$ cat config.mk
export PLATFORM = sky130hd
export DESIGN_NAME = div_unit
export DESIGN_NICKNAME = d
export VERILOG_FILES = /design/src/rtl/div_unit.sv
export SDC_FILE = /design/constraint.sdc
export NUM_CORES = 1
export LEC_CHECK = 0
export CORE_MARGIN = 5
export CORE_UTILIZATION = 35
export CTS_BUF_LIST = sky130_fd_sc_hd__clkbuf_4 sky130_fd_sc_hd__clkbuf_8
export DETAILED_ROUTE_END_ITERATION = 8
export GPL_ROUTABILITY_DRIVEN = 0
export PLACE_DENSITY = 0.53
export SYNTH_ARGS = -nofsm -noshare
export SYNTH_HDL_FRONTEND = slang
export SYNTH_SLANG_ARGS = --single-unit
$ cat constraint.sdc
create_clock -name clk -period 3.7 [get_ports clk]
set_input_delay 0.74 -clock clk [delete_from_list [all_inputs] [get_ports clk]]
set_output_delay 0.74 -clock clk [all_outputs]
set_load 0.01 [all_outputs]
$ cat src/rtl/div_unit.sv
// Multi-cycle RV32M divide/remainder unit: radix-2 restoring division, one
// quotient bit per cycle, with a single-cycle path for divide-by-zero and signed overflow.
module div_unit #(
  parameter int unsigned XLEN = 32
) (
  input  logic            clk,
  input  logic            rst,
  input  logic            Start,
  input  logic [1:0]      Op,
  input  logic [XLEN-1:0] A,
  input  logic [XLEN-1:0] B,
  output logic            Busy,
  output logic            Done,
  output logic [XLEN-1:0] Div_Out,
  output logic            Div_Zero
);

  localparam int unsigned CNT_W = $clog2(XLEN + 1);
  localparam logic [XLEN-1:0] INT_MIN = {1'b1, {(XLEN-1){1'b0}}};

  typedef enum logic [1:0] {
    IDLE,
    CALC,
    FIX,
    DONE
  } state_t;

  state_t          state;
  logic [CNT_W-1:0] cnt;
  logic [XLEN-1:0] rem;
  logic [XLEN-1:0] quo;
  logic [XLEN-1:0] dvs;
  logic            q_neg;
  logic            r_neg;
  logic            op_rem;

  logic            is_signed;
  logic            b_zero;
  logic            ovf;
  logic [XLEN-1:0] a_mag;
  logic [XLEN-1:0] b_mag;
  logic [XLEN-1:0] fast_res;
  logic [XLEN:0]   shifted;
  logic [XLEN:0]   diff;
  logic [XLEN-1:0] q_fix;
  logic [XLEN-1:0] r_fix;

  // Operand conditioning and special-case detection at accept time
  always_comb begin
    is_signed = ~Op[0];
    b_zero    = (B == '0);
    ovf       = is_signed && (A == INT_MIN) && (B == '1);
    a_mag     = (is_signed && A[XLEN-1]) ? (~A + XLEN'(1)) : A;
    b_mag     = (is_signed && B[XLEN-1]) ? (~B + XLEN'(1)) : B;
    fast_res  = '0;
    if (b_zero) begin
      fast_res = Op[1] ? A : '1;
    end else begin
      fast_res = Op[1] ? '0 : INT_MIN;
    end
  end

  // One restoring step: shift next dividend bit in, trial-subtract over 33 bits
  always_comb begin
    shifted = {rem, quo[XLEN-1]};
    diff    = shifted - {1'b0, dvs};
    q_fix   = q_neg ? (~quo + XLEN'(1)) : quo;
    r_fix   = r_neg ? (~rem + XLEN'(1)) : rem;
  end

  always_ff @(posedge clk) begin
    if (rst) begin
      state    <= IDLE;
      cnt      <= '0;
      rem      <= '0;
      quo      <= '0;
      dvs      <= '0;
      q_neg    <= 1'b0;
      r_neg    <= 1'b0;
      op_rem   <= 1'b0;
      Busy     <= 1'b0;
      Done     <= 1'b0;
      Div_Out  <= '0;
      Div_Zero <= 1'b0;
    end else begin
      Done <= 1'b0;
      case (state)
        IDLE, DONE: begin
          state <= IDLE;
          if (Start) begin
            op_rem <= Op[1];
            if (b_zero || ovf) begin
              Div_Out  <= fast_res;
              Div_Zero <= b_zero;
              Done     <= 1'b1;
              state    <= DONE;
            end else begin
              rem   <= '0;
              quo   <= a_mag;
              dvs   <= b_mag;
              q_neg <= is_signed && ~Op[1] && (A[XLEN-1] ^ B[XLEN-1]);
              r_neg <= is_signed && Op[1] && A[XLEN-1];
              cnt   <= CNT_W'(XLEN);
              Busy  <= 1'b1;
              state <= CALC;
            end
          end
        end
        CALC: begin
          if (!diff[XLEN]) begin
            rem <= diff[XLEN-1:0];
            quo <= {quo[XLEN-2:0], 1'b1};
          end else begin
            rem <= shifted[XLEN-1:0];
            quo <= {quo[XLEN-2:0], 1'b0};
          end
          cnt <= cnt - CNT_W'(1);
          if (cnt == CNT_W'(1)) begin
            state <= FIX;
          end
        end
        FIX: begin
          Div_Out  <= op_rem ? r_fix : q_fix;
          Div_Zero <= 1'b0;
          Busy     <= 1'b0;
          Done     <= 1'b1;
          state    <= DONE;
        end
        default: begin
          state <= IDLE;
          Busy  <= 1'b0;
        end
      endcase
    end
  end

endmodule

After elaboration in Yosys (flattened, before gate mapping)
Cells that the tools add are included.
- $add $sub $neg: 6
- eq/ne operators: 10
- mux-type cells: 35
- bitwise logic cells: 8
- reduce and logical (&&, ||, !) cells: 19
- operators by type and width (cell ; count):
    32-bit two-way mux ; 15
    32-bit case mux with 2 select lines ; 3
    32-bit by 1-bit adder with 32-bit output, second input constant ; 4
    32-bit NOT ; 4
    32-bit == test, second input constant ; 2
    33-bit by 32-bit subtractor with 33-bit output ; 1
    32-bit logical NOT ; 1
    6-bit two-way mux ; 2
    6-bit case mux with 2 select lines ; 1
    3-bit AND reduction ; 4
    1-bit logical AND ; 8
    2-bit inequality test, second input constant ; 4
    1-bit two-way mux ; 7
    6-bit by 1-bit == test with 1-bit output, second input constant ; 1
    2-bit two-way mux ; 3
    1-bit case mux with 2 select lines ; 3
    2-bit case mux with 3 select lines ; 1
    6-bit by 1-bit subtractor with 6-bit output, second input constant ; 1
    2-bit == test, second input constant ; 2
    2-bit nonzero test ; 2
    1-bit NOT ; 3
    2-bit by 1-bit == test with 1-bit output, second input constant ; 1
    2-bit logical NOT ; 1
    2-bit AND reduction ; 1
    3 further kinds ; 3
- register bits after elaboration: 142
- input bits: 69
- output and inout port bits: 35
- word-level logic and storage cells: 90

Logic depth before layout (Yosys ltp)
- word-level depth: 7
- mapped depth: 13
- gate-level depth less buffers: 11

Least setup slack after synthesis
OpenSTA, ideal clock, no wires.
- path kind: input-to-reg
- from: input B[1]
- to: register rem[25]
- data arrival time: 3.003 ns
- slack: 0.570 ns
- stages on the path: 13
- cells stage by stage: inv_1 > ha_1 > or3b_2 > nor4_1 > nand4_1 > o31a_1 > buf_2 > a21bo_1 > and3b_1 > clkbuf_1 > buf_2 > a32oi_1 > o21ai_0
- cells in the longest elaborated chain, start to end: 5
- elaborated cells on any way between the ends: 6
- classes of those cells: eq/ne (2); reduce/logical (4)
- RTL lines (what ; line ; text):
    from (decl) ; 11 ; input logic [XLEN-1:0] B,
    32-bit == test ; 52 ; ovf = is_signed && (A == INT_MIN) && (B == '1);
    1-bit logical AND ; 52 ;
    1-bit logical OR (*) ; 92 ; if (b_zero || ovf) begin
    2-bit inequality test (no source line) (*) ; - ;
    3-bit AND reduction (no source line) (*) ; - ;
    to (signal assigned) ; 111 ; rem <= diff[XLEN-1:0];
    to (signal assigned) ; 114 ; rem <= shifted[XLEN-1:0];
    to (decl) ; 30 ; logic [XLEN-1:0] rem;
Every way passes the cells marked *; elsewhere a longest branch is shown, timed or not.
A chain may end at the register's enable or synchronous reset.

Final worst setup path
- from: register quo[31]
- to: register rem[2]
- cells in the longest elaborated chain, start to end: 3
- RTL lines (what ; line ; text):
    from (decl) ; 31 ; logic [XLEN-1:0] quo;
    from (signal assigned) ; 99 ; quo <= a_mag;
    from (signal assigned) ; 112 ; quo <= {quo[XLEN-2:0], 1'b1};
    from (signal assigned) ; 115 ; quo <= {quo[XLEN-2:0], 1'b0};
    33-bit by 32-bit subtractor with 33-bit output ; 66 ; diff = shifted - {1'b0, dvs};
    32-bit two-way mux ; 110 ; if (!diff[XLEN]) begin
    32-bit case mux with 2 select lines ; 87 ; case (state)
No other way between the ends.

==> flow_summary.json <==
{
  "routed_wl_um": 36200,
  "hold_violations": 0,
  "antenna_found_initial": 0,
  "dp_slack_ns": -0.0910,
  "nets": 1681,
  "drc_errors": 0,
  "worst_ir_drop_vdd_mv": 0.287,
  "ios": 104,
  "critPathKind": "flip-flop to flip-flop",
  "start_kind": "flip-flop",
  "synth_cell_types": 70,
  "syn_inst": 1451,
  "fmax_ghz": 0.294,
  "min_path_cells": 2,
  "yosysSeqAreaShare": 0.265,
  "place_area_um2": 12700,
  "tns_ns": 0,
  "track_usage": 0.210,
  "final_util": 0.433,
  "cts_tree": "built",
  "initial_core_util": 0.352,
  "top_usage_layer": "met2",
  "syn-cell-area_um2": 10700,
  "cts.clk_slew.worst_paths_ns": 0.09,
  "ys_warn_count": 0,
  "hold_path_end": "dvs[25]$_SDFFE_PP0P_",
  "rrSetupSlack_ns": 0.30,
  "syn_nets": 1562,
  "ant_nets": 0,
  "worstHoldStart": "dvs[25]$_SDFFE_PP0P_",
  "status": "finished clean",
  "p_leak_uw": 0.00496,
  "layout-drive-gt1-share": 0.0967,
  "rr_worst_depth": 11,
  "synthTopCellsByArea": "dfxtp_1, nand2_1, xnor2_1",
  "dp_hpwl_um": 28100,
  "rows": 64,
  "die_h_um": 185,
  "fin_area_um2": 13200,
  "slew_violations": 0,
  "die_area_um2": 34200,
  "period_needed_ns": 3.40,
  "synth_area_leader_cell": "dfxtp_1",
  "grtUsageMet1": 0.314,
  "rsz0062_at_grt": "no",
  "worst_pin_slew_ns": 0.797,
  "numCtsBuffers": 17,
  "wire_per_inst_um": 18.3,
  "r2r_end": "rem[2]$_SDFFE_PP0P_",
  "grt-ovfl-total": 0,
  "setup_ws_ns": 0.300,
  "grt_pass1_vias": 10200,
  "post_cts_buffers": 0,
  "grt_max_degree": 69,
  "hold_class": "flip-flop to flip-flop",
  "die_w_um": 185,
  "ys_seq_elements": 142,
  "maxCapViolations": 0,
  "grt_pass1_wl_um": 57600,
  "synth_edf_count": 0,
  "relSlewSlack": 0.468,
  "htreeDepth": 4,
  "core_area_um2": 30400,
  "vias_per_cell": 5.55,
  "ctsResizeCount": 0,
  "grt_util_met2": 0.320,
  "drtIter0Drc": 810,
  "cts-root-buf": "clkbuf_8",
  "num_vias": 11000,
  "cp-end-kind": "flip-flop",
  "rr_startpoint": "quo[31]$_SDFFE_PP0P_",
  "synth.avg_cell_area_um2": 7.39,
  "io_buffers": 103,
  "fin_hold_ws_ns": 0.465,
  "clk_path_buf_depth": 2,
  "synth-async-reset-ratio": 0,
  "crit_arrival_ns": 3.75,
  "required_ns": 4.05,
  "area_growth_pct": 22.9,
  "power_density_nw_per_um2": 535,
  "skew_ns": 0.0209,
  "synth.most_common_cell": "nand2_1",
  "worstPathMaxFanout": 41,
  "period_share": 0.919,
  "drtPass1Iterations": 7,
  "insertedDiodeCount": 0,
  "setup_violations": 0,
  "clock_latency_ns": 0.47,
  "synth_top_cell_area_share": 0.265,
  "gr-usage-met3": 0.0312,
  "synthFlopType": "dfxtp_1",
  "synthTopCellsByCount": "nand2_1, dfxtp_1, nor2_1",
  "critPathLaunch": "quo[31]$_SDFFE_PP0P_",
  "cts_hold_buf": 0,
  "cts_sinks": 142
}
[power by group]
part	total, uW	switching, uW	internal [uW]
registers	2160	298	1860
logic	3500	2050	1450
clock network	1380	645	734
[worst max path at each step]
stage | cells past startpoint | slack, ns | endpoint
4_1_cts | 11 | 0.30 | rem[20]$_SDFFE_PP0P_
2_1_floorplan | 13 | 0.57 | rem[25]$_SDFFE_PP0P_
3_3_place_gp | 11 | -0.01 | rem[25]$_SDFFE_PP0P_
5_1_grt | 9 | 0.08 | rem[13]$_SDFFE_PP0P_
6_report | 11 | 0.30 | rem[2]$_SDFFE_PP0P_
3_5_place_dp | 12 | -0.09 | rem[22]$_SDFFE_PP0P_
[flip-flops by register name (all words and copies together), names as in the netlist, 2 cells and up]
signal	flops
state	2
quo	32
dvs	32
Div_Out	32
cnt	6
rem	32
[cell type report]
class | count | area (um2)
Fill cell | 3172 | 17300
Clock inverter | 10 | 135
Timing Repair Buffer | 198 | 1890
Inverter | 56 | 210
Multi-Input combinational cell | 1155 | 7310
Sequential cell | 142 | 2840
Clock buffer | 21 | 289
Tap cell | 396 | 495
[layer usage]
layer	wire (um)	part of all wire	vias to the layer above
met4	533	0.015	0
met2	15700	0.43	309
met3	2040	0.056	32
li1	-	-	5483
met5	0	0	-
met1	17900	0.49	5145
[cells by family after synthesis]
| group | Yosys count | synth area share |
|---|---|---|
| fa+ha+maj | 42 | 0.0497 |
| buf+inv | 154 | 0.0557 |
| xor+xnor | 144 | 0.118 |
| simple gates | 500 | 0.219 |
| compound gates | 454 | 0.278 |
| flops | 142 | 0.265 |
| mux | 15 | 0.0140 |
[worst max-delay path: stages, from the launching register on]
cell       delay (ns)
dfxtp_1          0.35
inv_1            0.11
ha_1             0.21
fa_1             0.22
nor2b_1          0.07
o31a_1           0.28
o2111ai_1        0.40
nand4_1          0.27
a211o_1          0.38
a311o_2          0.42
buf_12           0.22
o311ai_0         0.34
[cells in the final DEF (no fill, tap or decap), types with 26 or more instances in the layout]
| cell | n |
|---|---|
| a211oi_1 | 42 |
| a21oi_1 | 101 |
| buf_4 | 84 |
| clkdlybuf4s50_1 | 102 |
| dfxtp_1 | 142 |
| ha_1 | 40 |
| inv_1 | 56 |
| nand2_1 | 179 |
| nor2_1 | 141 |
| nor3_1 | 26 |
| o21ai_0 | 121 |
| o31ai_1 | 30 |
| xnor2_1 | 76 |
| xor2_1 | 68 |
[per-stage QoR]
step           std cells  power (uW)
2_1_floorplan       1451        4440
3_3_place_gp        1947        5640
3_5_place_dp        1947        5670
4_1_cts             1978        7070
5_1_grt             1978        7590
6_report            1978        7040
Note: power is estimated with default switching activity, not from simulation.
